<file path="src/rtl/rr_hold_arbiter.sv">
// Round-robin arbiter with multi-cycle grant ownership.
// A grant ends on done, on the owner dropping req, or at the hold limit.
module rr_hold_arbiter #(
    parameter int N        = 16,
    parameter int IDXW     = 4,
    parameter int MAX_HOLD = 8
) (
    input  logic            clk,
    input  logic            rst,
    input  logic [N-1:0]    req,
    input  logic            done,
    output logic [N-1:0]    gnt,
    output logic [IDXW-1:0] gnt_idx,
    output logic            gnt_vld,
    output logic            timeout
);

    typedef enum logic {IDLE, BUSY} state_t;

    localparam logic [7:0] HOLD_LAST = 8'(MAX_HOLD - 1);

    state_t          state;
    state_t          state_nxt;
    logic [IDXW-1:0] ptr;
    logic [IDXW-1:0] ptr_nxt;
    logic [7:0]      hold_cnt;
    logic [7:0]      hold_nxt;
    logic [N-1:0]    gnt_nxt;
    logic [IDXW-1:0] idx_nxt;
    logic            vld_nxt;
    logic            to_nxt;

    logic            win_found;
    logic [IDXW-1:0] win_idx;
    logic [IDXW-1:0] cand;
    logic            owner_req;
    logic            rel_lim;
    logic            rel;

    // Descending scan so the offset closest to ptr is written last and wins
    always_comb begin
        win_found = 1'b0;
        win_idx   = ptr;
        cand      = ptr;
        for (int k = N - 1; k >= 0; k--) begin
            cand = ptr + IDXW'(k);
            if (req[cand]) begin
                win_found = 1'b1;
                win_idx   = cand;
            end
        end
    end

    assign owner_req = req[gnt_idx];
    assign rel_lim   = (hold_cnt == HOLD_LAST);
    assign rel       = done | ~owner_req | rel_lim;

    always_ff @(posedge clk) begin
        if (rst) begin
            state    <= IDLE;
            ptr      <= '0;
            hold_cnt <= '0;
            gnt      <= '0;
            gnt_idx  <= '0;
            gnt_vld  <= 1'b0;
            timeout  <= 1'b0;
        end else begin
            state    <= state_nxt;
            ptr      <= ptr_nxt;
            hold_cnt <= hold_nxt;
            gnt      <= gnt_nxt;
            gnt_idx  <= idx_nxt;
            gnt_vld  <= vld_nxt;
            timeout  <= to_nxt;
        end
    end

    always_comb begin
        state_nxt = state;
        unique case (state)
            IDLE: if (win_found) state_nxt = BUSY;
            BUSY: if (rel) state_nxt = IDLE;
            default: state_nxt = IDLE;
        endcase
    end

    always_comb begin
        ptr_nxt  = ptr;
        hold_nxt = hold_cnt;
        gnt_nxt  = gnt;
        idx_nxt  = gnt_idx;
        vld_nxt  = gnt_vld;
        to_nxt   = 1'b0;
        unique case (state)
            IDLE: begin
                if (win_found) begin
                    gnt_nxt  = {{(N-1){1'b0}}, 1'b1} << win_idx;
                    idx_nxt  = win_idx;
                    vld_nxt  = 1'b1;
                    hold_nxt = '0;
                end
            end
            BUSY: begin
                hold_nxt = hold_cnt + 8'd1;
                if (rel) begin
                    gnt_nxt  = '0;
                    vld_nxt  = 1'b0;
                    hold_nxt = '0;
                    ptr_nxt  = gnt_idx + IDXW'(1);
                    // Timeout flags only releases the hold limit forced
                    to_nxt   = rel_lim & ~done & owner_req;
                end
            end
            default: begin
                gnt_nxt = '0;
                vld_nxt = 1'b0;
            end
        endcase
    end

endmodule

</file>
<file path="config.mk">
export PLATFORM = sky130hd
export DESIGN_NAME = rr_hold_arbiter
export DESIGN_NICKNAME = d
export VERILOG_FILES = /design/src/rtl/rr_hold_arbiter.sv
export SDC_FILE = /design/constraint.sdc
export NUM_CORES = 1
export LEC_CHECK = 0
export ABC_CLOCK_PERIOD_IN_PS = 11300
export BUFFER_PORTS_ARGS = -buffer_cell sky130_fd_sc_hd__buf_2
export CAP_MARGIN = 20
export CORE_ASPECT_RATIO = 0.8
export CORE_MARGIN = 3
export CORE_UTILIZATION = 52
export CTS_BUF_LIST = sky130_fd_sc_hd__clkbuf_2 sky130_fd_sc_hd__clkbuf_4 sky130_fd_sc_hd__clkbuf_8
export CTS_CLUSTER_DIAMETER = 150
export DETAILED_ROUTE_END_ITERATION = 16
export GPL_ROUTABILITY_DRIVEN = 0
export PLACE_DENSITY_LB_ADDON = 0.25
export SLEW_MARGIN = 20
export SYNTH_ARGS = -nofsm -noshare
export SYNTH_HDL_FRONTEND = slang
export SYNTH_SLANG_ARGS = --single-unit
</file>
<file path="constraint.sdc">
create_clock -name clk -period 11.3 [get_ports clk]
set_clock_uncertainty 0.2 [all_clocks]
set_input_delay 0.565 -clock clk [delete_from_list [all_inputs] [get_ports clk]]
set_output_delay 0.565 -clock clk [all_outputs]
set_load 0.05 [all_outputs]
</file>
Word level (Yosys, flattened, before mapping)
Cells that the tools add are included.

$add $sub $neg: 17. $mul: 0. Div/mod/pow operators: 0. $lt $le $gt $ge: 17. Equal/unequal tests: 3. Shift-type cells: 1. Multiplexer cells: 78. Bitwise logic cells: 8. Reduce and logical (&&, ||, !) cells: 4.

Operators with widths (count): $lt A4 B5 Y1 const B (17); $bmux W1 S4 (17); $mux W4 (16); $mux W1 (37); $add A4 B4 Y4 const B (8); $mux W16 (2); $pmux W16 S2 (1); $add A4 B3 Y4 const B (4); $mux W8 (2); $pmux W8 S2 (1); $shl A1 B4 Y16 const A (1); $add A4 B1 Y4 const B (2); $add A4 B2 Y4 const B (2); $add A8 B1 Y8 const B (1); $eq A8 B3 Y1 const B (1); $reduce_and A2 Y1 (3); $not A1 Y1 (4); $pmux W1 S2 (2); $reduce_or A3 Y1 (1); $and A1 B1 Y1 (2); $ne A2 B1 Y1 const B (1); $ne A2 B2 Y1 const B (1); $or A1 B1 Y1 (2).

Register bits after elaboration: 35. Bits in latches: 0. Memory bits (writable): 0. ROM bits: 0. Bits of input ports: 19. Word-level logic and storage cells: 135. Memories kept: 0.

Longest topological paths before layout
Depth after elaboration: 22. Gate-level depth with buffers: 18. Mapped depth without buffers: 11.

Worst setup path after synthesis
No wires, ideal clock.

Kind: register to register. Start point: register ptr[1]. End point: register gnt_idx[1]. Setup time: 71 ps. Arrival time: 3996 ps. Path slack: 7034 ps. Cell stages (with the launch flop): 17. Buffers on the path: 5. Path through: dfxtp_1 > buf_2 > buf_4 > buf_2 > inv_1 > ha_1 > buf_6 > buf_6 > mux2_4 > mux4_2 > mux2_4 > nand3_2 > a22oi_1 > a211o_1 > a221o_1 > or3_1 > a21oi_1.

Word-level cells in the longest chain between the ends: 20.

Ends and longest elaborated chain: start: declaration (line 24) `logic [IDXW-1:0] ptr;`; start signal: assignment (line 69) `ptr <= ptr_nxt;`; $add A4 B4 Y4 (line 46) `cand = ptr + IDXW'(k);`; $bmux W1 S4 (line 47) `if (req[cand]) begin`; $mux W1 (implied by the code) (line 47); $mux W1 (16 in series) (line 47); $reduce_and A2 Y1 (no source line); end signal: assignment (line 72) `gnt_idx <= idx_nxt;`; end: declaration (line 13) `output logic [IDXW-1:0] gnt_idx,`.

Parallel ways exist; a longest one is shown, timed or not. The select of a mux whose other input is x is not followed. A chain may end at the register's enable or synchronous reset.

Worst setup path after layout
Start point: register ptr[1]. End point: register gnt[14].

Word-level cells in the longest chain between the ends: 22.

Ends and longest elaborated chain: $add A4 B4 Y4 (line 46); $bmux W1 S4 (line 47); $mux W1 (implied by the code) (line 47); $mux W4 (16 in series) (line 47); $shl A1 B4 Y16 (line 97) `gnt_nxt = {{(N-1){1'b0}}, 1'b1} << win_idx;`; $mux W16 (line 96) `if (win_found) begin`; $pmux W16 S2 (line 94) `unique case (state)`; end signal: assignment (line 71) `gnt <= gnt_nxt;`; end: declaration (line 12) `output logic [N-1:0] gnt,`.

Parallel ways exist; a longest one is shown, timed or not. The select of a mux whose other input is x is not followed.

==> results.yml <==
floorplanning:
  dieArea_um2: 8740
  core_um2: 7160
  fp.dieW_um: 104
  dieHeight_um: 84.2
  core.rowCount: 27
  start_util_pct: 55.5
  pin_count: 41
setup_path:
  rrSetupSlack_ps: 6070
  crit_required_ps: 11340
  end_kind: "flip-flop"
  slowest_stage: "ha_1"
  cp-start-kind: "flip-flop"
  critPathArrivalTime_ps: 5270
  path_cells: "buf_4 -> inv_1 -> ha_1 -> mux4_2 -> mux2i_1 -> mux2i_1 -> a211o_1 -> o311a_1 -> o22ai_1 -> and2_1 -> a22o_1"
  cp_max_fo: 28
  crit_family: "compound AO/OA/AOI/OAI gates"
  max_stage_delay_ps: 1010
  crit_type: "flip-flop to flip-flop"
  cpMostUsedCell: "mux2i_1"
  timing.critical_path.buf_inv: 2
sta:
  hold_viol_final: 0
  period_needed_ps: 5230
  fmax_mhz: 191
  setup_viol_count_final: 0
  worst_slew_pin_slew_ps: 964
  fin_crit_sh_pct: 46.3
  slew_viol_final: 0
  final.setup.tns_ps: 0
  rsz0062_at_grt: "no"
  max_slew_margin_pct: 35.7
global_route:
  grt_max_degree: 33
  groute.usage.overall_pct: 26.6
  globalRouteOverflowTotal: 0
  grt_pass1_wl_mm: 19.0
  antenna_found_initial: 0
  grt_pass1_vias: 3593
cts:
  cts_buffer_depth: 2
  postCtsSetupBuffers: 0
  worstSkewPairLatency_ps: 290
  numCtsBuffers: 5
  cts-hold-fix-buffers: 0
  cts.repair.resized: 0
  cts.htree.levels: 2
  cts_root_buf: "clkbuf_8"
  cts_tree: "yes"
  clkTransAtPathRegs_ps: 70
  clock-sinks: 35
synthesis:
  ys.flop_type: "dfxtp_1"
  synthTopCellsByCount: "nor2_1 (36), dfxtp_1 (35), mux4_2 (32)"
  synth_largest_area_cell: "mux4_2"
  syn-instance-count: 432
  ys_seq_elements: 35
  synth_fp_nets: 460
  synth.avg_cell_area_um2: 9.20
  ys_warn_count: 0
  async_flop_share_pct: 0
  synth_edf_count: 0
  netlist.area_leader.share_pct: 18.1
  synthesis.area_um2: 3980
  synth.most_common_cell: "nor2_1"
  synth-seq-area-share_pct: 17.6
  synth_area_leaders: "mux4_2 (18%), dfxtp_1 (18%), mux2i_1 (6.0%)"
  synth_cell_types: 74
final_layout:
  drive_gt1_share_pct: 26.5
  final_area_um2: 4280
  nets: 483
  area_growth_pct: 7.58
  diodes: 0
drt:
  drt_iter0_markers: 393
  finalWirelength_mm: 11.7
  routed-via-count: 3856
  ant_nets: 0
  wl_per_cell_um: 21.0
  remaining_drc_errors: 0
  via_per_inst: 6.92
  first_pass_iters: 5
power:
  leakagePower_nw: 1.60
  power.density_nw_per_um2: 248
  vdd_ir_drop_max_uv: 130
  power_mw: 1.06
placed_design:
  place_area_um2: 4170
  hpwlAfterDp_mm: 8.54
  io_buffers: 40
run_status:
  status: "finished clean"
flow_run:
  max_cap_viol_count: 0
worst_hold_path:
  min_path_type: "flip-flop to flip-flop"
[area by class of cell]
type                            instances  area [µm²]
Tap cell                              101         126
Sequential cell                        35         701
Inverter                               14        52.6
Clock buffer                            8         104
Multi-Input combinational cell        356        3070
Timing Repair Buffer                   43         223
Fill cell                             650        2880
[logic make-up after synthesis]
group,synth area share (%)
flops,17.6
xor+xnor,3.52
mux,30.6
simple gates,18.5
compound gates,21.8
buf+inv,5.13
fa+ha+maj,2.83
[worst reg2reg max path, cell delays in order (launching register included)]
cell     delay (ps)
dfxtp_1         310
buf_4           360
inv_1           310
ha_1           1020
mux4_2          500
mux2i_1         460
mux2i_1         320
a211o_1         360
o311a_1         390
o22ai_1         550
and2_1          270
a22o_1          140
[stage by stage]
step,utilization (%),worst slack (ps),hold WS [ps],instances
after floorplan,-,7030,253,432
after global placement,58.3,6270,245,549
after detailed placement,58.3,6230,244,549
after CTS,59.7,6200,267,557
after global routing,59.7,5830,284,557
final,59.7,6070,264,557
[sequential cells by signal, summed over array words and instances, names as in the netlist]
name	flops
ptr	4
state	1
gnt	16
gnt_idx	4
hold_cnt	8
gnt_vld	1
timeout	1
[metal layers]
| layer | track usage (%) | vias up | share of wire [%] | wire, µm |
|---|---|---|---|---|
| li1 | - | 1749 | - | - |
| met1 | 39.5 | 1835 | 44 | 5160 |
| met2 | 39.0 | 245 | 43 | 5050 |
| met3 | 7.69 | 27 | 11 | 1340 |
| met4 | 5.07 | 0 | 1.4 | 162 |
| met5 | 0 | - | 0 | 0 |
[cells in the final DEF (no fill, tap or decap), drive strengths merged, types with 3 or more instances in the layout]
master / count
a31oi: 3
nor2b: 7
clkbuf: 8
mux4: 32
a221oi: 3
nand2b: 6
a211oi: 7
a21oi: 26
a22o: 8
dfxtp: 35
a22oi: 5
and3: 7
a311oi: 3
mux2i: 24
ha: 9
xnor2: 12
nor2: 36
nand3b: 4
buf: 43
mux2: 22
or3: 4
o2bb2ai: 8
nor3b: 5
or2: 6
o22ai: 6
xor2: 4
nand4: 4
nand2: 17
o21ai: 15
nor3: 17
a221o: 3
o211ai: 8
inv: 13
a21boi: 4
and2: 4
nand3: 8
[final timing paths]
path	from	end	cells after the start
setup / recovery	ptr[1]	gnt[14]	11
hold reg to reg	gnt[4]	gnt[4]	1
setup reg to reg	ptr[1]	gnt[14]	11
hold / removal	gnt[4]	gnt[4]	1
[report_power, final]
part,switching (mW),internal (mW),leakage [nW]
registers,0.0225,0.142,0.284
logic,0.486,0.305,1.26
clock network,0.0466,0.0581,0.0549
total,0.555,0.504,1.60
No activity file was read; power rests on OpenSTA's default activity.
